[src/rtl/dmem_arbiter_if.sv]
// Bundle between the two data-port requesters, the arbiter and cpu_mem's data port.
// The slave modport is the arbiter's view; the master modport is the requester/memory side.
interface dmem_arbiter_if #(
  parameter int AW = 32
);
  logic [1:0]    req;
  logic [AW-1:0] addr0;
  logic [AW-1:0] addr1;
  logic [31:0]   wd0;
  logic [31:0]   wd1;
  logic          we0;
  logic          we1;
  logic [1:0]    dt0;
  logic [1:0]    dt1;
  logic [1:0]    gnt;
  logic [1:0]    done;
  logic [1:0]    err;
  logic [31:0]   rd;
  logic [AW-1:0] m_addr;
  logic [31:0]   m_wd;
  logic          m_we;
  logic [1:0]    m_dt;
  logic [31:0]   m_rd;

  modport slave (
    input  req, addr0, addr1, wd0, wd1, we0, we1, dt0, dt1, m_rd,
    output gnt, done, err, rd, m_addr, m_wd, m_we, m_dt
  );

  modport master (
    output req, addr0, addr1, wd0, wd1, we0, we1, dt0, dt1, m_rd,
    input  gnt, done, err, rd, m_addr, m_wd, m_we, m_dt
  );
endinterface

[src/rtl/dmem_arbiter.sv]
// Shares cpu_mem's data port between the CPU LSU (port 0) and an external master (port 1).
// Define DMEM_ARB_CPU_PRIO_EN for fixed CPU priority; otherwise arbitration is round-robin.
module dmem_arbiter #(
  parameter int ACC_CYC = 1,
  parameter int AW      = 32
) (
  input logic           clk,
  input logic           rst_n,
  dmem_arbiter_if.slave bus
);
  localparam logic [1:0] DT_HALF = 2'd1;
  localparam logic [1:0] DT_WORD = 2'd2;
  localparam int CW = (ACC_CYC > 1) ? $clog2(ACC_CYC) : 1;
  localparam logic [CW-1:0] CNT_LOAD = CW'(ACC_CYC - 1);

  typedef enum logic [1:0] {IDLE, ACCESS, DONE} state_e;

  state_e        state_q, state_d;
  logic [CW-1:0] cnt_q, cnt_d;
  logic          win_q, win_d;
  logic          we_q, we_d;
  logic [1:0]    gnt_q, gnt_d;
  logic [1:0]    done_q, done_d;
  logic [1:0]    err_q, err_d;
  logic [31:0]   rd_q, rd_d;
  logic [AW-1:0] m_addr_q, m_addr_d;
  logic [31:0]   m_wd_q, m_wd_d;
  logic          m_we_q, m_we_d;
  logic [1:0]    m_dt_q, m_dt_d;
`ifndef DMEM_ARB_CPU_PRIO_EN
  logic          rr_q, rr_d;
`endif

  logic          pick;
  logic [AW-1:0] sel_addr;
  logic [31:0]   sel_wd;
  logic          sel_we;
  logic [1:0]    sel_dt;
  logic          misalign;

  always_comb begin
`ifdef DMEM_ARB_CPU_PRIO_EN
    pick = ~bus.req[0];
`else
    pick = (bus.req == 2'b11) ? rr_q : bus.req[1];
`endif
    sel_addr = pick ? bus.addr1 : bus.addr0;
    sel_wd   = pick ? bus.wd1   : bus.wd0;
    sel_we   = pick ? bus.we1   : bus.we0;
    sel_dt   = pick ? bus.dt1   : bus.dt0;
    misalign = ((sel_dt == DT_HALF) && sel_addr[0]) ||
               ((sel_dt == DT_WORD) && (sel_addr[1:0] != 2'b00));
  end

  always_comb begin
    state_d  = state_q;
    cnt_d    = cnt_q;
    win_d    = win_q;
    we_d     = we_q;
    gnt_d    = gnt_q;
    done_d   = done_q;
    err_d    = err_q;
    rd_d     = rd_q;
    m_addr_d = m_addr_q;
    m_wd_d   = m_wd_q;
    m_we_d   = m_we_q;
    m_dt_d   = m_dt_q;
`ifndef DMEM_ARB_CPU_PRIO_EN
    rr_d     = rr_q;
`endif
    case (state_q)
      IDLE: begin
        if (|bus.req) begin
          win_d = pick;
          if (misalign) begin
            state_d = DONE;
            done_d  = {pick, ~pick};
            err_d   = {pick, ~pick};
          end else begin
            state_d  = ACCESS;
            cnt_d    = CNT_LOAD;
            we_d     = sel_we;
            gnt_d    = {pick, ~pick};
            m_addr_d = sel_addr;
            m_wd_d   = sel_wd;
            m_dt_d   = sel_dt;
            m_we_d   = (ACC_CYC == 1) ? sel_we : 1'b0;
          end
        end
      end
      ACCESS: begin
        if (cnt_q == '0) begin
          state_d = DONE;
          rd_d    = bus.m_rd;
          gnt_d   = 2'b00;
          m_we_d  = 1'b0;
          done_d  = {win_q, ~win_q};
        end else begin
          cnt_d = cnt_q - 1'b1;
          // Strobe the write only on the final cycle so an aborted access never commits.
          if (cnt_q == CW'(1)) m_we_d = we_q;
        end
      end
      DONE: begin
        state_d = IDLE;
        done_d  = 2'b00;
        err_d   = 2'b00;
`ifndef DMEM_ARB_CPU_PRIO_EN
        rr_d    = ~win_q;
`endif
      end
      default: state_d = IDLE;
    endcase
  end

  always_ff @(posedge clk) begin
    if (!rst_n) begin
      state_q  <= IDLE;
      cnt_q    <= '0;
      win_q    <= 1'b0;
      we_q     <= 1'b0;
      gnt_q    <= 2'b00;
      done_q   <= 2'b00;
      err_q    <= 2'b00;
      rd_q     <= 32'h0;
      m_addr_q <= '0;
      m_wd_q   <= 32'h0;
      m_we_q   <= 1'b0;
      m_dt_q   <= DT_WORD;
`ifndef DMEM_ARB_CPU_PRIO_EN
      rr_q     <= 1'b0;
`endif
    end else begin
      state_q  <= state_d;
      cnt_q    <= cnt_d;
      win_q    <= win_d;
      we_q     <= we_d;
      gnt_q    <= gnt_d;
      done_q   <= done_d;
      err_q    <= err_d;
      rd_q     <= rd_d;
      m_addr_q <= m_addr_d;
      m_wd_q   <= m_wd_d;
      m_we_q   <= m_we_d;
      m_dt_q   <= m_dt_d;
`ifndef DMEM_ARB_CPU_PRIO_EN
      rr_q     <= rr_d;
`endif
    end
  end

  assign bus.gnt    = gnt_q;
  assign bus.done   = done_q;
  assign bus.err    = err_q;
  assign bus.rd     = rd_q;
  assign bus.m_addr = m_addr_q;
  assign bus.m_wd   = m_wd_q;
  assign bus.m_we   = m_we_q;
  assign bus.m_dt   = m_dt_q;
endmodule

[src/flat_wrapper.sv]
// flat-port wrapper written by rule: the top's interface ports become plain ports
module dmem_arbiter_flat 
#(
  parameter int ACC_CYC = 1,
  parameter int AW      = 32
)
  (clk, rst_n, bus_req, bus_addr0, bus_addr1, bus_wd0, bus_wd1, bus_we0, bus_we1, bus_dt0, bus_dt1, bus_m_rd, bus_gnt, bus_done, bus_err, bus_rd, bus_m_addr, bus_m_wd, bus_m_we, bus_m_dt);
  dmem_arbiter_if #(.AW(AW)) bus_i ();
  input logic clk;
  input logic rst_n;
  input wire logic [$bits(bus_i.req)-1:0] bus_req;
  input wire logic [$bits(bus_i.addr0)-1:0] bus_addr0;
  input wire logic [$bits(bus_i.addr1)-1:0] bus_addr1;
  input wire logic [$bits(bus_i.wd0)-1:0] bus_wd0;
  input wire logic [$bits(bus_i.wd1)-1:0] bus_wd1;
  input wire logic [$bits(bus_i.we0)-1:0] bus_we0;
  input wire logic [$bits(bus_i.we1)-1:0] bus_we1;
  input wire logic [$bits(bus_i.dt0)-1:0] bus_dt0;
  input wire logic [$bits(bus_i.dt1)-1:0] bus_dt1;
  input wire logic [$bits(bus_i.m_rd)-1:0] bus_m_rd;
  output wire logic [$bits(bus_i.gnt)-1:0] bus_gnt;
  output wire logic [$bits(bus_i.done)-1:0] bus_done;
  output wire logic [$bits(bus_i.err)-1:0] bus_err;
  output wire logic [$bits(bus_i.rd)-1:0] bus_rd;
  output wire logic [$bits(bus_i.m_addr)-1:0] bus_m_addr;
  output wire logic [$bits(bus_i.m_wd)-1:0] bus_m_wd;
  output wire logic [$bits(bus_i.m_we)-1:0] bus_m_we;
  output wire logic [$bits(bus_i.m_dt)-1:0] bus_m_dt;
  assign bus_i.req = bus_req;
  assign bus_i.addr0 = bus_addr0;
  assign bus_i.addr1 = bus_addr1;
  assign bus_i.wd0 = bus_wd0;
  assign bus_i.wd1 = bus_wd1;
  assign bus_i.we0 = bus_we0;
  assign bus_i.we1 = bus_we1;
  assign bus_i.dt0 = bus_dt0;
  assign bus_i.dt1 = bus_dt1;
  assign bus_i.m_rd = bus_m_rd;
  assign bus_gnt = bus_i.gnt;
  assign bus_done = bus_i.done;
  assign bus_err = bus_i.err;
  assign bus_rd = bus_i.rd;
  assign bus_m_addr = bus_i.m_addr;
  assign bus_m_wd = bus_i.m_wd;
  assign bus_m_we = bus_i.m_we;
  assign bus_m_dt = bus_i.m_dt;
  dmem_arbiter #(.ACC_CYC(ACC_CYC), .AW(AW)) u_core (.clk(clk), .rst_n(rst_n), .bus(bus_i));
endmodule
[config.mk]
export PLATFORM = sky130hd
export DESIGN_NAME = dmem_arbiter_flat
export DESIGN_NICKNAME = d
export VERILOG_FILES = /design/src/rtl/dmem_arbiter_if.sv /design/src/rtl/dmem_arbiter.sv /design/src/flat_wrapper.sv
export SDC_FILE = /design/constraint.sdc
export NUM_CORES = 1
export LEC_CHECK = 0
export BUFFER_PORTS_ARGS = -buffer_cell sky130_fd_sc_hd__buf_2
export CORE_AREA = 2 2 105 107
export DETAILED_ROUTE_END_ITERATION = 12
export DIE_AREA = 0 0 107 109
export GPL_TIMING_DRIVEN = 0
export PLACE_DENSITY = 0.81
export REMOVE_ABC_BUFFERS = 1
export SETUP_SLACK_MARGIN = 0.5
export SLEW_MARGIN = 20
export SYNTH_ARGS = -nofsm -noshare
export SYNTH_HDL_FRONTEND = slang
export SYNTH_SLANG_ARGS = --single-unit
[constraint.sdc]
create_clock -name clk -period 2.9 [get_ports clk]
set_clock_uncertainty 0.15 [all_clocks]
set_input_delay 0 -clock clk [delete_from_list [all_inputs] [get_ports clk]]
set_output_delay 0 -clock clk [all_outputs]
set_load 0.05 [all_outputs]
==> results.cfg <==
[place]
place.gp.congestion = 0.8151
place_area_um2 = 6250
dp_cells = 931
pre_cts_ws_ns = 0.3599
hpwl_um = 9714
port_buffers = 274

[worst_setup_path]
cp_slowest_cell = dfxtp_1
start_kind = flip-flop
path_cells = inv_1 > ha_4 > o211ai_2 > o22ai_4 > buf_8 > buf_16 > buf_16 > nor2_1 > a311oi_1
worst-endpoint-required_ns = 3.02
critical_path_buf_inv_count = 4
worst_r2r_path_depth = 9
cp-end-kind = flip-flop
slowest_delay_ns = 0.35
reg2reg_from = u_core.state_q[1]
r2r_slack_ns = 0.58
r2r_end = u_core.bus.m_wd[21]
cp_top_family = buffers and inverters
critPathMaxFanout = 29
path_common_cell = buf_16
cp.arrival_ns = 2.44
worstSetupPathType = flip-flop to flip-flop

[pwr]
seq_power_share_pct = 34.9
power.leakage_nw = 3.832
combinationalPowerShare_pct = 46.7
power_density_nw_per_um2 = 660.8
switching_share_pct = 44.22
p_int_mw = 3.023
switching_power_mw = 2.397
power_frac_clock_pct = 18.4
ir_worst_vdd_v = 0.0003440

[timing]
hold_viol = 0
period_minus_slack_ns = 2.321
fin_ws_ns = 0.5791
final_max_slew_viol_count = 0
rsz0062_at_grt = true
period_share_pct = 80.03
relSlewSlack_pct = 43.91
setup_viol = 0
max_slew.worst_pin.slew_ns = 0.8381
max_clock_freq_mhz = 430.9

[hold_path]
hold_path_depth = 4
worstHoldStart = bus_m_rd[31]
worstHoldPathType = input port to flip-flop
hold_path_end = u_core.bus.rd[31]

[routing]
routed_wl_um = 19210
vias = 6007
via_per_inst = 5.368
ant_nets = 0
wire_per_inst_um = 17.17
drtPass1Iterations = 6
drc = 0
drtIter0Drc = 395

[yosys]
syn_area_um2 = 4594
synth_cell_types = 34
synthCells = 551
yosysSeqAreaShare_pct = 47.49
avgSynthCellArea_um2 = 8.338
yosys_warnings = 0
ys_ff_latch = 109

[floorplan]
ios = 275
num_rows = 38
die-area_um2 = 11660
initial_core_util_pct = 43.33
dieHeight_um = 109
fp.coreArea_um2 = 10600
die_w_um = 107

[global_routing]
grt_max_degree = 64
gr-usage-met2_pct = 55.32
overflow = 0
grt_pass1_wl_um = 29590
grt_pass1_vias = 6125
met3_usage_pct = 8.787
busiest_layer = met2
use_met1_pct = 34.56
antenna_found_initial = 0
grtUsageTotal_pct = 31.88

[clock_network]
clock_sinks = 109
htreeDepth = 3
clockBufferDepth = 2
ctsRootBufferMaster = clkbuf_8
clock_latency_ns = 0.37
path_clk_slew_ns = 0.13
numCtsBuffers = 9
cts_tree = done

[final_layout]
areaGrowthSynthToFinish_pct = 78.51
drive_gt1_share_pct = 32.31
final_area_um2 = 8202
finalNonFillerCells = 1119
fin_nets = 1147

[run_status]
status = finished, final reports clean

[run]
cap_violations = 0
tightest hold or removal path, cell delays in order:
cell	delay (ns)
dlygate4sd3_1	0.51
buf_2	0.10
mux2i_1	0.06
nor2_1	0.08
cells in the final DEF (no fill, tap or decap), drive strengths merged, types with 2 or more instances in the layout:
cell,instances
a311oi,65
inv,15
nand2,133
o21ai,14
clkinv,2
clkbuf,9
ha,4
o211ai,4
nand3b,3
o21a,2
nand4,2
nand3,2
a21oi,6
mux2i,33
buf,287
dfxtp,109
nor2,105
and3,2
dlygate4sd3,169
worst max-delay path by stage:
stage,depth (start not counted),start,to
floorplan,6,u_core.state_q[0],u_core.bus.m_dt[1]
global placement,6,u_core.state_q[0],u_core.bus.m_dt[1]
detailed placement,9,u_core.state_q[1],u_core.bus.m_addr[16]
CTS,9,u_core.state_q[1],u_core.bus.m_wd[14]
global route,9,u_core.state_q[0],u_core.bus.m_wd[28]
finish,9,u_core.state_q[1],u_core.bus.m_wd[21]
through the flow:
stage | hold WS, ns | total power [mW] | utilization, % | setup TNS (ns)
after global routing | 0.2560 | 5.639 | 77.33 | 0
after global placement | 0.08845 | 4.063 | 55.96 | -413.82
final | 0.2474 | 5.420 | 77.35 | 0
after CTS | 0.2284 | 5.295 | 77.15 | 0
after detailed placement | 0.09821 | 4.121 | 58.95 | 0
after floorplan | -0.07001 | 3.514 | - | -248.63
power by group through the flow:
stage                     clock network (mW)  logic [mW]  registers, mW
after floorplan                            0       0.751           2.76
after global placement                     0        2.16           1.91
after detailed placement                   0        2.21           1.91
after CTS                               1.00        2.41           1.88
after global routing                    1.06        2.66           1.92
final                                  0.996        2.53           1.89
repair_timing:
item	CTS	global route
endpoints found under the hold margin	106	0
setup buffers	2	0
resized for setup	0	3
pin swaps	1	1
hold buffers	169	0
cloned	0	0
setup endpoints to repair	18	34
registers in the layout, indices dropped and copies added (netlist names):
register           flops
u_core.bus.m_we        1
u_core.bus.gnt         2
u_core.bus.m_wd       32
u_core.bus.err         2
u_core.bus.m_addr     32
u_core.bus.done        2
u_core.rr_q            1
u_core.state_q         2
u_core.bus.rd         32
u_core.win_q           1
u_core.bus.m_dt        2
cells by family after synthesis:
group	Yosys count	synth area share, %
AND/OR/NAND/NOR	248	20.83
adder cells (fa/ha/maj)	4	1.089
flip-flops	109	47.49
buffers and inverters	56	5.420
AO/OA/AOI/OAI	100	17.73
multiplexers	34	7.435
final cells by class:
type                            count  area [um^2]
Antenna cell                        1        2.502
Clock buffer                        9        123.9
Clock inverter                      7        87.58
Fill cell                         598         2401
Inverter                           11        43.79
Multi-Input combinational cell    386         2206
Sequential cell                   109         2182
Tap cell                          140        175.2
Timing Repair Buffer              456         3381
layer usage:
metal	wire length, um	part of all wire [%]
met1	7157	37
met2	9304	48
met3	1758	9.2
met4	988	5.1
met5	0	0
Yosys cell counts (all sizes together):
cell type	number	area share [%]
or3	1	0.14
a211oi	1	0.16
nand3	2	0.22
o211ai	4	0.87
inv	11	0.90
nand4	2	0.27
dfxtp	109	47
nand3b	3	0.49
clkbuf	24	2.0
o21bai	1	0.16
o31a	1	0.19
a311oi	65	12
o21ai	14	1.8
and3	2	0.27
mux2	1	0.25
a221oi	1	0.19
o21a	2	0.33
ha	4	1.1
o311a	1	0.22
o211a	1	0.22
a22oi	1	0.16
a21oi	6	0.74
mux2i	33	7.2
o22ai	1	0.14
nor2	105	8.6
buf	21	2.6
o221ai	1	0.19
nand2	133	11
No activity file was read; power rests on OpenSTA's default activity.
